[src/rtl/riscv_pkg.sv]
// Shared RV32M definitions: funct3 opcodes, MDU state encoding and op-class helper.
package riscv_pkg;

    localparam logic [2:0] F3_MUL    = 3'b000;
    localparam logic [2:0] F3_MULH   = 3'b001;
    localparam logic [2:0] F3_MULHSU = 3'b010;
    localparam logic [2:0] F3_MULHU  = 3'b011;
    localparam logic [2:0] F3_DIV    = 3'b100;
    localparam logic [2:0] F3_DIVU   = 3'b101;
    localparam logic [2:0] F3_REM    = 3'b110;
    localparam logic [2:0] F3_REMU   = 3'b111;

    typedef enum logic [1:0] {
        MDU_IDLE = 2'd0,
        MDU_CALC = 2'd1,
        MDU_DONE = 2'd2
    } mdu_state_e;

    function automatic logic is_div(input logic [2:0] f3);
        return f3[2];
    endfunction

endpackage

[src/rtl/mdu_datapath.sv]
// Radix-2 shift-add multiplier / restoring divider on operand magnitudes, with
// sign fix applied to the value the current step produces.
module mdu_datapath
    import riscv_pkg::*;
#(
    parameter int WIDTH = 32
) (
    input  logic             clk,
    input  logic             reset_n,
    input  logic             load,
    input  logic             step,
    input  logic [2:0]       funct3,
    input  logic [WIDTH-1:0] a,
    input  logic [WIDTH-1:0] b,
    output logic [WIDTH-1:0] res_fix
);

    logic [2:0]         op_q;
    logic               sa_q;
    logic               sb_q;
    logic [WIDTH-1:0]   opb_q;
    logic [2*WIDTH-1:0] acc_q;
    logic [2*WIDTH-1:0] acc_step;
    logic [2*WIDTH-1:0] prod_fix;
    logic               a_signed;
    logic               b_signed;
    logic               a_neg;
    logic               b_neg;
    logic [WIDTH-1:0]   a_mag;
    logic [WIDTH-1:0]   b_mag;
    logic [WIDTH-1:0]   quo;
    logic [WIDTH-1:0]   rem;
    logic [WIDTH:0]     rem_sh;
    logic [WIDTH:0]     trial;
    logic [WIDTH:0]     sum;

    always_comb begin
        a_signed = (funct3 == F3_MULH) || (funct3 == F3_MULHSU) ||
                   (funct3 == F3_DIV)  || (funct3 == F3_REM);
        b_signed = (funct3 == F3_MULH) || (funct3 == F3_DIV) || (funct3 == F3_REM);
        a_neg    = a_signed & a[WIDTH-1];
        b_neg    = b_signed & b[WIDTH-1];
        a_mag    = a_neg ? -a : a;
        b_mag    = b_neg ? -b : b;
    end

    // acc holds {partial product, multiplier} or {remainder, dividend/quotient};
    // both ops load the same way, only the per-step update differs.
    always_comb begin
        rem_sh = acc_q[2*WIDTH-1:WIDTH-1];
        trial  = rem_sh - {1'b0, opb_q};
        sum    = {1'b0, acc_q[2*WIDTH-1:WIDTH]} + (acc_q[0] ? {1'b0, opb_q} : '0);
        if (is_div(op_q)) begin
            if (!trial[WIDTH])
                acc_step = {trial[WIDTH-1:0], acc_q[WIDTH-2:0], 1'b1};
            else
                acc_step = {rem_sh[WIDTH-1:0], acc_q[WIDTH-2:0], 1'b0};
        end else begin
            acc_step = {sum, acc_q[WIDTH-1:1]};
        end
    end

    always_comb begin
        prod_fix = (sa_q ^ sb_q) ? -acc_step : acc_step;
        quo      = (sa_q ^ sb_q) ? -acc_step[WIDTH-1:0] : acc_step[WIDTH-1:0];
        rem      = sa_q ? -acc_step[2*WIDTH-1:WIDTH] : acc_step[2*WIDTH-1:WIDTH];
        if (is_div(op_q))
            res_fix = op_q[1] ? rem : quo;
        else if (op_q == F3_MUL)
            res_fix = prod_fix[WIDTH-1:0];
        else
            res_fix = prod_fix[2*WIDTH-1:WIDTH];
    end

    always_ff @(posedge clk or negedge reset_n) begin
        if (!reset_n) begin
            op_q  <= '0;
            sa_q  <= 1'b0;
            sb_q  <= 1'b0;
            opb_q <= '0;
            acc_q <= '0;
        end else if (load) begin
            op_q  <= funct3;
            sa_q  <= a_neg;
            sb_q  <= b_neg;
            opb_q <= b_mag;
            acc_q <= {{WIDTH{1'b0}}, a_mag};
        end else if (step) begin
            acc_q <= acc_step;
        end
    end

endmodule

[src/rtl/mdu_iterative.sv]
// Multi-cycle RV32M multiply/divide unit: handshake FSM, iteration counter and
// fast path for divide-by-zero and signed overflow.
//
// state    | meaning
// MDU_IDLE | ready for a request (in_ready=1)
// MDU_CALC | one radix-2 iteration per cycle, cnt counts down
// MDU_DONE | result held with out_valid=1 until out_ready
module mdu_iterative
    import riscv_pkg::*;
#(
    parameter int WIDTH = 32
) (
    input  logic             clk,
    input  logic             reset_n,
    input  logic             in_valid,
    output logic             in_ready,
    input  logic [2:0]       funct3,
    input  logic [WIDTH-1:0] a,
    input  logic [WIDTH-1:0] b,
    input  logic             flush,
    output logic             out_valid,
    input  logic             out_ready,
    output logic [WIDTH-1:0] result,
    output logic             busy
);

    localparam int CNT_W = $clog2(WIDTH) + 1;
    localparam logic [WIDTH-1:0] MIN_VAL = {1'b1, {(WIDTH-1){1'b0}}};

    mdu_state_e       state_q;
    logic [CNT_W-1:0] cnt_q;
    logic             out_valid_q;
    logic [WIDTH-1:0] result_q;
    logic             accept;
    logic             step;
    logic             b_zero;
    logic             ovf;
    logic             fast;
    logic [WIDTH-1:0] fast_res;
    logic [WIDTH-1:0] res_fix;

    always_comb begin
        accept   = in_valid && (state_q == MDU_IDLE) && !flush;
        step     = (state_q == MDU_CALC) && !flush;
        b_zero   = (b == '0);
        ovf      = ((funct3 == F3_DIV) || (funct3 == F3_REM)) && (a == MIN_VAL) && (b == '1);
        fast     = is_div(funct3) && (b_zero || ovf);
        if (b_zero)
            fast_res = funct3[1] ? a : '1;
        else
            fast_res = funct3[1] ? '0 : MIN_VAL;
    end

    mdu_datapath #(.WIDTH(WIDTH)) u_datapath (
        .clk     (clk),
        .reset_n (reset_n),
        .load    (accept),
        .step    (step),
        .funct3  (funct3),
        .a       (a),
        .b       (b),
        .res_fix (res_fix)
    );

    // The last iteration and the sign fix share one edge, giving WIDTH+1 edges
    // from accept to out_valid.
    always_ff @(posedge clk or negedge reset_n) begin
        if (!reset_n) begin
            state_q     <= MDU_IDLE;
            cnt_q       <= '0;
            out_valid_q <= 1'b0;
            result_q    <= '0;
        end else if (flush) begin
            state_q     <= MDU_IDLE;
            cnt_q       <= '0;
            out_valid_q <= 1'b0;
        end else begin
            case (state_q)
                MDU_IDLE: begin
                    if (in_valid) begin
                        if (fast) begin
                            state_q     <= MDU_DONE;
                            out_valid_q <= 1'b1;
                            result_q    <= fast_res;
                        end else begin
                            state_q <= MDU_CALC;
                            cnt_q   <= CNT_W'(WIDTH);
                        end
                    end
                end
                MDU_CALC: begin
                    cnt_q <= cnt_q - 1'b1;
                    if (cnt_q == CNT_W'(1)) begin
                        state_q     <= MDU_DONE;
                        out_valid_q <= 1'b1;
                        result_q    <= res_fix;
                    end
                end
                MDU_DONE: begin
                    if (out_ready) begin
                        state_q     <= MDU_IDLE;
                        out_valid_q <= 1'b0;
                    end
                end
                default: state_q <= MDU_IDLE;
            endcase
        end
    end

    assign in_ready  = (state_q == MDU_IDLE);
    assign busy      = (state_q != MDU_IDLE);
    assign out_valid = out_valid_q;
    assign result    = result_q;

endmodule

[config.mk]
export PLATFORM = sky130hd
export DESIGN_NAME = mdu_iterative
export DESIGN_NICKNAME = d
export VERILOG_FILES = /design/src/rtl/riscv_pkg.sv /design/src/rtl/mdu_datapath.sv /design/src/rtl/mdu_iterative.sv
export SDC_FILE = /design/constraint.sdc
export NUM_CORES = 1
export LEC_CHECK = 0
export BUFFER_PORTS_ARGS = -buffer_cell sky130_fd_sc_hd__buf_2
export CELL_PAD_IN_SITES_DETAIL_PLACEMENT = 1
export CELL_PAD_IN_SITES_GLOBAL_PLACEMENT = 1
export CORE_MARGIN = 1.5
export CORE_UTILIZATION = 32
export DETAILED_ROUTE_END_ITERATION = 7
export PLACE_DENSITY = 0.7
export SYNTH_ARGS = -nofsm -noshare
export SYNTH_HDL_FRONTEND = slang
export SYNTH_SLANG_ARGS = --single-unit
[constraint.sdc]
create_clock -name clk -period 13.4 [get_ports clk]
set_clock_uncertainty 0.15 [all_clocks]
set_input_delay 1.34 -clock clk [delete_from_list [all_inputs] [get_ports clk]]
set_output_delay 1.34 -clock clk [all_outputs]
set_load 0.005 [all_outputs]
==> metrics.txt <==
cell count after synthesis=2,126; sequential fraction of the synthesis area=22.2%; pwr/cell area=323 mW/mm^2; post-layout min period=6.07 ns; initial core utilization=32.6%; hold endpoint=result[9]$_DFFE_PN0P_; Die Span Y=227 um; max_cap viols=0; hold buffer count at cts=0; Die X=227 um; Total Wirelength=71,800 um; Clock Sinks=142; cts repair resizes=0; Util after Layout=36.1%; Hold Crit Class=reg2reg; Routed Antenna Nets=0; largest net degree at the start of global routing=103; All-Layer GR Usage=28.1%; RSZ-0062 raised after global routing=false; Setup TNS Final=0 ns; DR vias/cell=6.19; synthesized area per cell=7.55 sq um; CP Data Arrival Time=6.29 ns; # fillers=6,037; actual slew at the worst max-slew pin=between 1 and 1.5 ns; r2r setup slk=7.33 ns; endpoints failing setup=0; Worst Setup Path Type=reg2reg; I/O Pins=between 100 and 150; Final Max Slew Viols=0; Hold Vio Cnt, Final=0; final worst-path cycle share=45.3%; Net Count, Synth=2,274; postcts setup bufs=0; DRC viols=0; CP Max Fanout=41; CTS max path bufs=2; status=finished clean; drt wl/cell=25.3 um; initial DRC count=1,646; Critical Path End Type=register; Yosys reg bits=142; prevailing post-synth register cell=dfrtp_1; Synth-to-Final Area Change=10.7%; core area=a little under 0.05 sq mm; detailed-route via count=17.5k; Rows=81; htree depth=4; Max-slew headroom=22.4%; layout cells sized above 1=11.2%; Clk pin slew, worst setup/hold paths=about 0.07 ns; R2R depth=18; EDFF count, synth=0; CTS tree=done; Leak=7.28 nW; initial antenna violation count=2; CTS root buf=clkbuf_16; dpl hpwl=55,300 um; number of buffers added on ports=106; worst reg2reg endpoint=result[26]$_DFFE_PN0P_; hold_sp=result[9]$_DFFE_PN0P_; Die ar.=0.0515 sq mm; r2r startpoint=u_datapath.acc_q[31]$_DFFE_PN0P_; async set or reset register ratio after synthesis=100%; Netlist cell types=102; Worst Path Required=13.62 ns; Fmax=0.165 GHz; Num CTS Buffers=17; Cell Area, Synth=0.0160 sq mm; Final nets=2,303; startpoint types=register; later-pin clock latency in the skew report=roughly 0.49 ns; Hold Path Depth=1; vias in the first global route=17.5k; Pre-antenna DRT Iters=5; Yosys warnings=0; total grt overflow=0; first-pass GRT wire length=109,000 um; Final GP Congestion=0.931; crit path from=u_datapath.acc_q[31]$_DFFE_PN0P_; Max IR drop VDD=0.168 mV
-- cells by family (layout without fill, tap and decap cells) --
family / Yosys count / after routing / synth area share (%)
AO/OA/AOI/OAI: 714 / 714 / 29.5
XOR/XNOR: 183 / 183 / 9.99
adder cells (fa/ha/maj): 76 / 76 / 6.02
buffers and inverters: 199 / 241 / 5.06
flip-flops: 142 / 142 / 22.2
multiplexers: 50 / 50 / 3.18
other: 0 / 1 / 0
AND/OR/NAND/NOR: 762 / 762 / 24.0
-- worst max-delay path by stage --
stage                        endpoint  cells past startpoint  slack, ns
3_5_place_dp   result[18]$_DFFE_PN0P_                     21       7.37
6_report       result[26]$_DFFE_PN0P_                     18       7.33
5_1_grt        result[22]$_DFFE_PN0P_                     22       6.93
2_1_floorplan  result[18]$_DFFE_PN0P_                     27       8.10
4_1_cts        result[18]$_DFFE_PN0P_                     21       7.35
3_3_place_gp   result[18]$_DFFE_PN0P_                     21       7.40
-- worst max-delay path: stages, from the launching register on --
cell and delay, ns:
dfrtp_1 0.43, inv_1 0.08, ha_1 0.16, inv_1 0.06, fa_1 0.42, a211oi_1 0.38, o211ai_1 0.23, and3_2 0.26
o2111ai_2 0.35, a211o_1 0.35, buf_4 0.53, a221oi_1 0.15, o22ai_1 0.28, buf_4 0.25, nor4bb_1 0.85, nand3b_1 0.29
o311a_1 0.41, o21ai_0 0.18, a31oi_1 0.11
-- metrics by stage --
step	hold slack, ns	worst slack (ns)	area, sq um	std cells	power, mW
5_1_grt	0.379	6.93	17800	2832	6.09
6_report	0.356	7.33	17800	2833	5.74
3_5_place_dp	0.340	7.37	17200	2800	5.12
3_3_place_gp	0.316	7.40	17200	2800	5.03
2_1_floorplan	0.314	8.10	16000	2126	3.76
4_1_cts	0.356	7.35	17800	2832	5.65
-- flip-flops by register name, summed over array words and instances, names as in the netlist --
| register | cells |
|---|---|
| cnt_q | 6 |
| out_valid | 1 |
| result | 32 |
| state_q | 2 |
| u_datapath.acc_q | 64 |
| u_datapath.op_q | 3 |
| u_datapath.opb_q | 32 |
| u_datapath.sa_q | 1 |
| u_datapath.sb_q | 1 |
-- cells in the mapped netlist, types with 11 or more instances --
library cell / n / share of area, %
clkbuf_1: 88 / 2.1
and2_1: 48 / 1.9
and3_1: 21 / 0.82
a21oi_1: 151 / 4.7
nor4_1: 20 / 0.78
a31oi_1: 48 / 1.9
o31ai_1: 23 / 1.1
buf_2: 28 / 0.87
mux2i_1: 42 / 2.6
o221ai_1: 34 / 1.9
a21o_1: 22 / 1.0
nor2b_1: 11 / 0.43
nor3_1: 60 / 1.9
a22o_1: 17 / 0.93
nand2_1: 238 / 5.6
a41oi_1: 11 / 0.60
nand3_1: 42 / 1.3
o21a_1: 18 / 0.84
o211ai_1: 24 / 1.1
o21ai_0: 193 / 6.0
nand4_1: 30 / 1.2
ha_1: 74 / 5.8
o21ai_1: 12 / 0.37
a21boi_0: 12 / 0.56
a211oi_1: 24 / 1.1
xnor2_1: 97 / 5.3
nand2b_1: 28 / 1.1
dfrtp_1: 142 / 22
or3_1: 30 / 1.2
inv_1: 70 / 1.6
nor2_1: 160 / 3.7
or4_1: 12 / 0.56
xor2_1: 86 / 4.7
-- metal layers --
layer  GRT usage [%]  vias to the layer above  share of wire, %
met5               0                        -             0.026
met4            11.3                        2               3.6
met3            3.51                      121               6.5
met2            44.7                      681                46
met1            38.3                     8810                44
li1                -                     7918                 -
-- area by class of cell --
| class | count | area, sq um | area share, % |
|---|---|---|---|
| Multi-Input combinational cell | 1785 | 11700 | 66.1 |
| Clock inverter | 14 | 158 | 0.888 |
| Tap cell | 664 | 831 | 4.68 |
| Clock buffer | 18 | 429 | 2.42 |
| Sequential cell | 142 | 3560 | 20.0 |
| Inverter | 71 | 267 | 1.50 |
| Antenna cell | 1 | 2.50 | 0.0141 |
| Timing Repair Buffer | 138 | 777 | 4.38 |
-- report_power, final --
group | internal [mW] | leakage, nW | switching, mW
logic | 1.48 | 5.17 | 2.88
registers | 0.614 | 1.83 | 0.249
clock network | 0.278 | 0.284 | 0.235
-- cell usage in the layout, fill, tap and decap left out, drive strengths merged, types with 14 or more instances in the layout --
| cell | netlist | final |
|---|---|---|
| a21oi | 154 | 154 |
| a21o | 22 | 22 |
| or3 | 30 | 30 |
| nor2 | 160 | 160 |
| o31ai | 25 | 25 |
| buf | 40 | 138 |
| nor3 | 61 | 61 |
| mux2i | 42 | 42 |
| and3 | 23 | 23 |
| xor2 | 86 | 86 |
| nand3 | 43 | 43 |
| a31oi | 48 | 48 |
| and2 | 48 | 48 |
| o21a | 18 | 18 |
| o21ai | 206 | 206 |
| inv | 71 | 77 |
| or4 | 14 | 14 |
| clkbuf | 88 | 18 |
| xnor2 | 97 | 97 |
| dfrtp | 142 | 142 |
| a22o | 17 | 17 |
| nand2 | 238 | 238 |
| o211ai | 25 | 25 |
| nand2b | 28 | 28 |
| a211oi | 28 | 28 |
| ha | 74 | 74 |
| o221ai | 34 | 34 |
| nand4 | 31 | 31 |
| nor4 | 24 | 24 |
Note: power is estimated with default switching activity, not from simulation.
